**src/rtl/decoder_2to4_seq_if.sv**
```systemverilog
// Request/response bundle for the handshaked binary-to-one-hot decoder.
// The requester uses the master modport and the decoder uses the slave modport.
interface decoder_2to4_seq_if #(
  parameter int N = 2
);
  localparam int W = 1 << N;

  logic [N-1:0] A;
  logic         E;
  logic         valid;
  logic         ready;
  logic [W-1:0] O;
  logic         busy;
  logic         done;

  modport master (
    output A, E, valid,
    input  ready, O, busy, done
  );

  modport slave (
    input  A, E, valid,
    output ready, O, busy, done
  );
endinterface

```
**src/rtl/decoder_2to4_seq.sv**
```systemverilog
// Registered binary-to-one-hot decoder. It holds one line high for HOLD cycles
// after each enabled request and then pulses done for one cycle.
module decoder_2to4_seq #(
  parameter int N    = 2,
  parameter int HOLD = 4
) (
  input  logic              clk,
  input  logic              rst,
  decoder_2to4_seq_if.slave bus
);
  localparam int         W       = 1 << N;
  localparam logic [7:0] HOLD_M1 = 8'(HOLD - 1);

  typedef enum logic {
    IDLE  = 1'b0,
    DRIVE = 1'b1
  } state_t;

  state_t       state_q;
  logic [7:0]   cnt_q;
  logic [W-1:0] o_q;
  logic         busy_q;
  logic         done_q;
  logic [W-1:0] onehot_d;

  always_comb begin
    onehot_d        = '0;
    onehot_d[bus.A] = 1'b1;
  end

  // The counter starts at HOLD-1 and stops at zero, so it never wraps.
  // The last DRIVE cycle is the one in which the counter reads zero.
  always_ff @(posedge clk) begin
    if (rst) begin
      state_q <= IDLE;
      cnt_q   <= '0;
      o_q     <= '0;
      busy_q  <= 1'b0;
      done_q  <= 1'b0;
    end else begin
      case (state_q)
        IDLE: begin
          o_q    <= '0;
          busy_q <= 1'b0;
          done_q <= 1'b0;
          if (bus.valid) begin
            if (bus.E) begin
              o_q     <= onehot_d;
              busy_q  <= 1'b1;
              cnt_q   <= HOLD_M1;
              state_q <= DRIVE;
            end else begin
              done_q <= 1'b1;
            end
          end
        end
        DRIVE: begin
          if (cnt_q == 8'd0) begin
            o_q     <= '0;
            busy_q  <= 1'b0;
            done_q  <= 1'b1;
            state_q <= IDLE;
          end else begin
            cnt_q <= cnt_q - 8'd1;
          end
        end
        default: begin
          o_q     <= '0;
          busy_q  <= 1'b0;
          done_q  <= 1'b0;
          cnt_q   <= '0;
          state_q <= IDLE;
        end
      endcase
    end
  end

  assign bus.ready = (state_q == IDLE);
  assign bus.O     = o_q;
  assign bus.busy  = busy_q;
  assign bus.done  = done_q;
endmodule
```
**src/flat_wrapper.sv**
```systemverilog
// flat-port wrapper written by rule: the top's interface ports become plain ports
module decoder_2to4_seq_flat 
#(
  parameter int N    = 2,
  parameter int HOLD = 4
)
  (clk, rst, bus_A, bus_E, bus_valid, bus_ready, bus_O, bus_busy, bus_done);
  decoder_2to4_seq_if #(.N(N)) bus_i ();
  input  logic clk;
  input  logic rst;
  input wire logic [$bits(bus_i.A)-1:0] bus_A;
  input wire logic [$bits(bus_i.E)-1:0] bus_E;
  input wire logic [$bits(bus_i.valid)-1:0] bus_valid;
  output wire logic [$bits(bus_i.ready)-1:0] bus_ready;
  output wire logic [$bits(bus_i.O)-1:0] bus_O;
  output wire logic [$bits(bus_i.busy)-1:0] bus_busy;
  output wire logic [$bits(bus_i.done)-1:0] bus_done;
  assign bus_i.A = bus_A;
  assign bus_i.E = bus_E;
  assign bus_i.valid = bus_valid;
  assign bus_ready = bus_i.ready;
  assign bus_O = bus_i.O;
  assign bus_busy = bus_i.busy;
  assign bus_done = bus_i.done;
  decoder_2to4_seq #(.N(N), .HOLD(HOLD)) u_core (.clk(clk), .rst(rst), .bus(bus_i));
endmodule
```
**config.mk**
```make
export PLATFORM = sky130hd
export DESIGN_NAME = decoder_2to4_seq_flat
export DESIGN_NICKNAME = d
export VERILOG_FILES = /design/src/rtl/decoder_2to4_seq_if.sv /design/src/rtl/decoder_2to4_seq.sv /design/src/flat_wrapper.sv
export SDC_FILE = /design/constraint.sdc
export NUM_CORES = 1
export LEC_CHECK = 0
export CAP_MARGIN = 20
export CORE_ASPECT_RATIO = 1.1
export CORE_MARGIN = 1.5
export CORE_UTILIZATION = 35
export CTS_BUF_LIST = sky130_fd_sc_hd__clkbuf_4 sky130_fd_sc_hd__clkbuf_8 sky130_fd_sc_hd__clkbuf_16
export CTS_CLUSTER_SIZE = 28
export DETAILED_ROUTE_END_ITERATION = 12
export DONT_BUFFER_PORTS = 1
export PLACE_DENSITY_LB_ADDON = 0.25
export SLEW_MARGIN = 0
export SYNTH_ARGS = -nofsm -noshare
export SYNTH_HDL_FRONTEND = slang
export SYNTH_SLANG_ARGS = --single-unit
```
**constraint.sdc**
```tcl
create_clock -name clk -period 1.8 [get_ports clk]
set_clock_uncertainty 0.1 [all_clocks]
set_input_delay 0.36 -clock clk [delete_from_list [all_inputs] [get_ports clk]]
set_output_delay 0.36 -clock clk [all_outputs]
set_load 0.05 [all_outputs]
```
## After elaboration in Yosys (flattened, before gate mapping)

Cells that the tools add are included.
W data, S select, Z words.

| cells by class | value |
|---|---|
| add/subtract/negate cells | 1 |
| $lt $le $gt $ge | 2 |
| eq/ne operators | 4 |
| multiplexer cells | 20 |
| bitwise logic cells | 1 |
| reduce and logical (&&, ||, !) cells | 3 |

Operator list:

| cell | number |
|---|---|
| $mux W8 | 3 |
| $pmux W8 S2 | 1 |
| $mux W4 | 3 |
| $logic_not A8 Y1 | 1 |
| $mux W1 | 8 |
| $ne A2 B2 Y1 const B | 4 |
| $pmux W4 S2 | 1 |
| $sub A8 B1 Y8 const B | 1 |
| $pmux W1 S2 | 3 |
| $lt A2 B3 Y1 const B | 1 |
| $reduce_and A3 Y1 | 1 |
| $demux W1 S2 | 1 |
| $ge A2 B1 Y1 const B | 1 |
| $logic_and A1 B1 Y1 | 1 |
| $not A1 Y1 | 1 |

| storage, ports and cells | value |
|---|---|
| flip-flop bits (word level) | 15 |

## Depth between registers and ports, before layout

| logic depth | value |
|---|---|
| word-level depth | 7 |
| depth in mapped cells | 5 |
| depth with buffers taken out | 5 |

## Least setup slack after synthesis

Ideal clock, no wire load.

| timing path | value |
|---|---|
| path type | register -> register |
| start point | register u_core.cnt_q[0] |
| end point | register u_core.cnt_q[4] |
| arrival time | 1.485 ns |
| data required time | 1.628 ns |
| setup slack | 0.143 ns |
| cell stages (with the launch flop) | 6 |
| clock period less this slack | 1.657 ns |
| cell sequence | dfxtp_1 > inv_1 > ha_1 > nor3b_1 > a2111oi_0 > mux2i_1 |

| on the way | value |
|---|---|
| longest elaborated chain between the ends | 3 |
| elaborated cells on any way between the ends | 6 |
| those cells by class | add/sub (1); eq/ne (1); mux (2); reduce/logical (2) |

Ends and longest elaborated chain:

| item | line | text |
|---|---|---|
| start: declaration | decoder_2to4_seq.sv:20 | `logic [7:0] cnt_q;` |
| start signal: assignment | decoder_2to4_seq.sv:64 | `cnt_q <= cnt_q - 8'd1;` |
| $sub A8 B1 Y8 / $logic_not A8 Y1 (equally long branches) | decoder_2to4_seq.sv:64, decoder_2to4_seq.sv:58 |  |
| $mux W8 / $ne A2 B2 Y1 (equally long branches) | - |  |
| $pmux W8 S2 / $reduce_and A3 Y1 (equally long branches) | - |  |

Several ways; a longest one is shown, not always the timed one. The select of a mux whose other input is x is not followed.
A chain may end at the register's enable or synchronous reset.

## Worst setup path after layout

| timing path | value |
|---|---|
| start point | register u_core.cnt_q[2] |
| end point | register u_core.cnt_q[6] |

The elaborated chain is that of the path after synthesis.

==> flow_summary.ini <==
[synthesis]
post_synth_and_or_nand_nor_area_fraction_pct = 26.2
synth_top_family_by_area = simple AND/OR/NAND/NOR gates
synth-main-ff-cell = sky130_fd_sc_hd__dfxtp_1
ys_types = 35
synthesis.instances = 81
synth-seq-area-share_pct = 40.0
synthesis.nets = 89
number_of_enable_flip_flop_cells_after_synthesis = 0
synth_area_per_cell_um2 = 9.27
ys_seq_elements = 15
synth-warning-count = 0
yosys.area_share.xor_xnor_pct = 0
post_synth_fa_ha_maj_area_fraction_pct = 3.33
netlist_area_um2 = 751
synth_compound_gate_area_share_pct = 18.8
muxShareOfSynthArea_pct = 6.67
async_flop_share_pct = 0

[route]
viasPerCell = 5.54
drtIter0Drc = 8
num_vias = 665
wl_per_cell_um = 15.3
ant_nets = 0
drc = 0
firstDrtPassIters = 5
route.final.wire_length_um = 1840

[setup_path]
critical_path.cell_chain = or4_4 -> nor4_1 -> mux2i_1
critical_path_buf_inv_count = 0
max_stage_delay_ns = 0.60
worst_setup_path_end_kind = register
startpoint_type = register
critPathSlowestCell = sky130_fd_sc_hd__or4_4
critical_path_peak_fanout = 7
crit_required_ns = 1.92
critical_path.top_delay_family = simple AND/OR/NAND/NOR gates
arrival_time_at_the_worst_endpoint_ns = 1.83
criticalPathCategory = reg2reg

[layout]
drive_gt1_share_pct = 22.8
stdcell_count = 120
final_nets = 101
diodes = 0
post-route-util_pct = 44.4
layout_common_cells = 15 x sky130_fd_sc_hd__dfxtp_1, 10 x sky130_fd_sc_hd__buf_4, 6 x sky130_fd_sc_hd__inv_1
mostFrequentLayoutCell = sky130_fd_sc_hd__dfxtp_1
area_growth_syn_to_layout_pct = 19.5

[global_route]
gr-total-overflow = 0
via_count_of_the_first_global_routing_pass = 686
groute.usage.overall_pct = 17.8
grt_pass1_wl_um = 3020
initial_antenna_violation_count = 0
grt_start_max_net_pins = 15

[placed_design]
instance_count_after_placement_with_tap_cells_included = 116
post-place-ws_ns = 0.0576
routabilityCongestion = 0.849
place.detailed.hpwl_um = 1260
place.port_buffers = 0

[die]
num_rows = 17
die_w_um = 47.2
die_h_um = 51.6
io-pin-count = 13
overall_die_area_um2 = 2430
coreArea_um2 = 2020
initial_core_util_pct = 37.2

[clock_tree]
cts-buffers-inserted = 3
post-cts-setup-buffer-count = 0
cts_hold_repair.buffers = 0
tritoncts = done
insertion_delay_ns = 0.29
cts.clk_slew.worst_paths_ns = 0.09
cts_root_buffer = sky130_fd_sc_hd__clkbuf_4
clock_tree.buffer_depth = 2
htreeDepth = 1
cts_num_sinks = 15

[timing]
slew_viol_final = 0
worst_slack_ns = 0.0888
timing.final.crit_period_ns = 1.71
final-setup-viol-count = 0
finalHoldViolCount = 0
post-route-period-util_pct = 95.1
setup_tns_ns = 0
tightest_slew_ns = 0.555
unrepaired_setup_endpoints_after_global_routing = false
worst_slew_margin_rel_pct = 62.6
max_freq_ghz = 0.584

[run_status]
run_status = finished, final reports clean

[pwr]
total_leakage_power_nw = 0.354
fin_total_pwr_mw = 0.794
cellPowerDensity_nw_per_um2 = 886
worst_ir_drop_vdd_uv = 532

[worst_hold_path]
hold_class = in2reg

[run]
drv.max_cap_violation_count = 0
## repair_timing
| action | CTS | global route |
|---|---|---|
| resized for setup | 0 | 5 |
| setup endpoints to repair | 0 | 8 |
| hold endpoints to repair | 0 | 0 |
## where the power goes
part	leakage (nW)	total, mW	internal, mW	switching (mW)
Clock	0.0184	0.210	0.101	0.109
Combinational	0.214	0.198	0.0960	0.102
Sequential	0.122	0.386	0.352	0.0348
## logic make-up (layout without fill, tap and decap cells)
kind of cell,count (synthesis),count (layout)
AND/OR/NAND/NOR,31,31
AO/OA/AOI/OAI,19,19
flip-flops,15,15
buffers and inverters,9,20
multiplexers,5,5
adder cells (fa/ha/maj),2,2
## Yosys cell counts, types with 2 or more instances
cell / n / area share [%]
sky130_fd_sc_hd__a211oi_1: 4 / 4.0
sky130_fd_sc_hd__a21oi_1: 4 / 2.7
sky130_fd_sc_hd__a22o_1: 2 / 2.3
sky130_fd_sc_hd__clkbuf_1: 2 / 1.0
sky130_fd_sc_hd__dfxtp_1: 15 / 40
sky130_fd_sc_hd__ha_1: 2 / 3.3
sky130_fd_sc_hd__inv_1: 6 / 3.0
sky130_fd_sc_hd__mux2i_1: 5 / 6.7
sky130_fd_sc_hd__nand2_1: 3 / 1.5
sky130_fd_sc_hd__nand3_1: 5 / 3.3
sky130_fd_sc_hd__nor2_1: 2 / 1.0
sky130_fd_sc_hd__nor3_1: 3 / 2.0
sky130_fd_sc_hd__nor4_1: 2 / 1.7
sky130_fd_sc_hd__or3_1: 4 / 3.3
sky130_fd_sc_hd__or4_1: 2 / 2.0
## stage by stage
step | hold slack, ns | cell area, um^2
global route | 0.0110 | 897
global placement | 0.332 | 846
CTS | 0.0177 | 876
floorplan | 0.376 | 751
detailed placement | 0.333 | 846
finish | 0.0288 | 897
## per-layer routing
layer | wire, um | vias to the layer above | track usage [%]
met5 | 0 | - | 0
met4 | 0 | 0 | 6.94
met3 | 90 | 0 | 8.68
met2 | 953 | 13 | 26.3
met1 | 797 | 320 | 21.8
li1 | - | 332 | -
## registers in the layout, summed over array words and instances (netlist names)
signal / cells
u_core.cnt_q: 8
u_core.bus.O: 4
u_core.state_q: 1
u_core.bus.done: 1
u_core.bus.busy: 1
## layout make-up
class | instances | area, um^2
fillers | 209 | 1120
flip-flops and latches | 15 | 300
inverters | 6 | 22.5
multi-input cells | 57 | 434
clock buffers | 4 | 30.0
repair buffers | 10 | 75.1
well taps | 28 | 35.0
## worst paths after layout
check | from | end | slack, ns | cells past startpoint
max | u_core.cnt_q[2] | u_core.cnt_q[6] | 0.09 | 3
min | rst | u_core.state_q | 0.03 | 1
max reg2reg | u_core.cnt_q[2] | u_core.cnt_q[6] | 0.09 | 3
min reg2reg | u_core.cnt_q[5] | u_core.cnt_q[5] | 0.42 | 2
(Power assumes the default switching activity.)
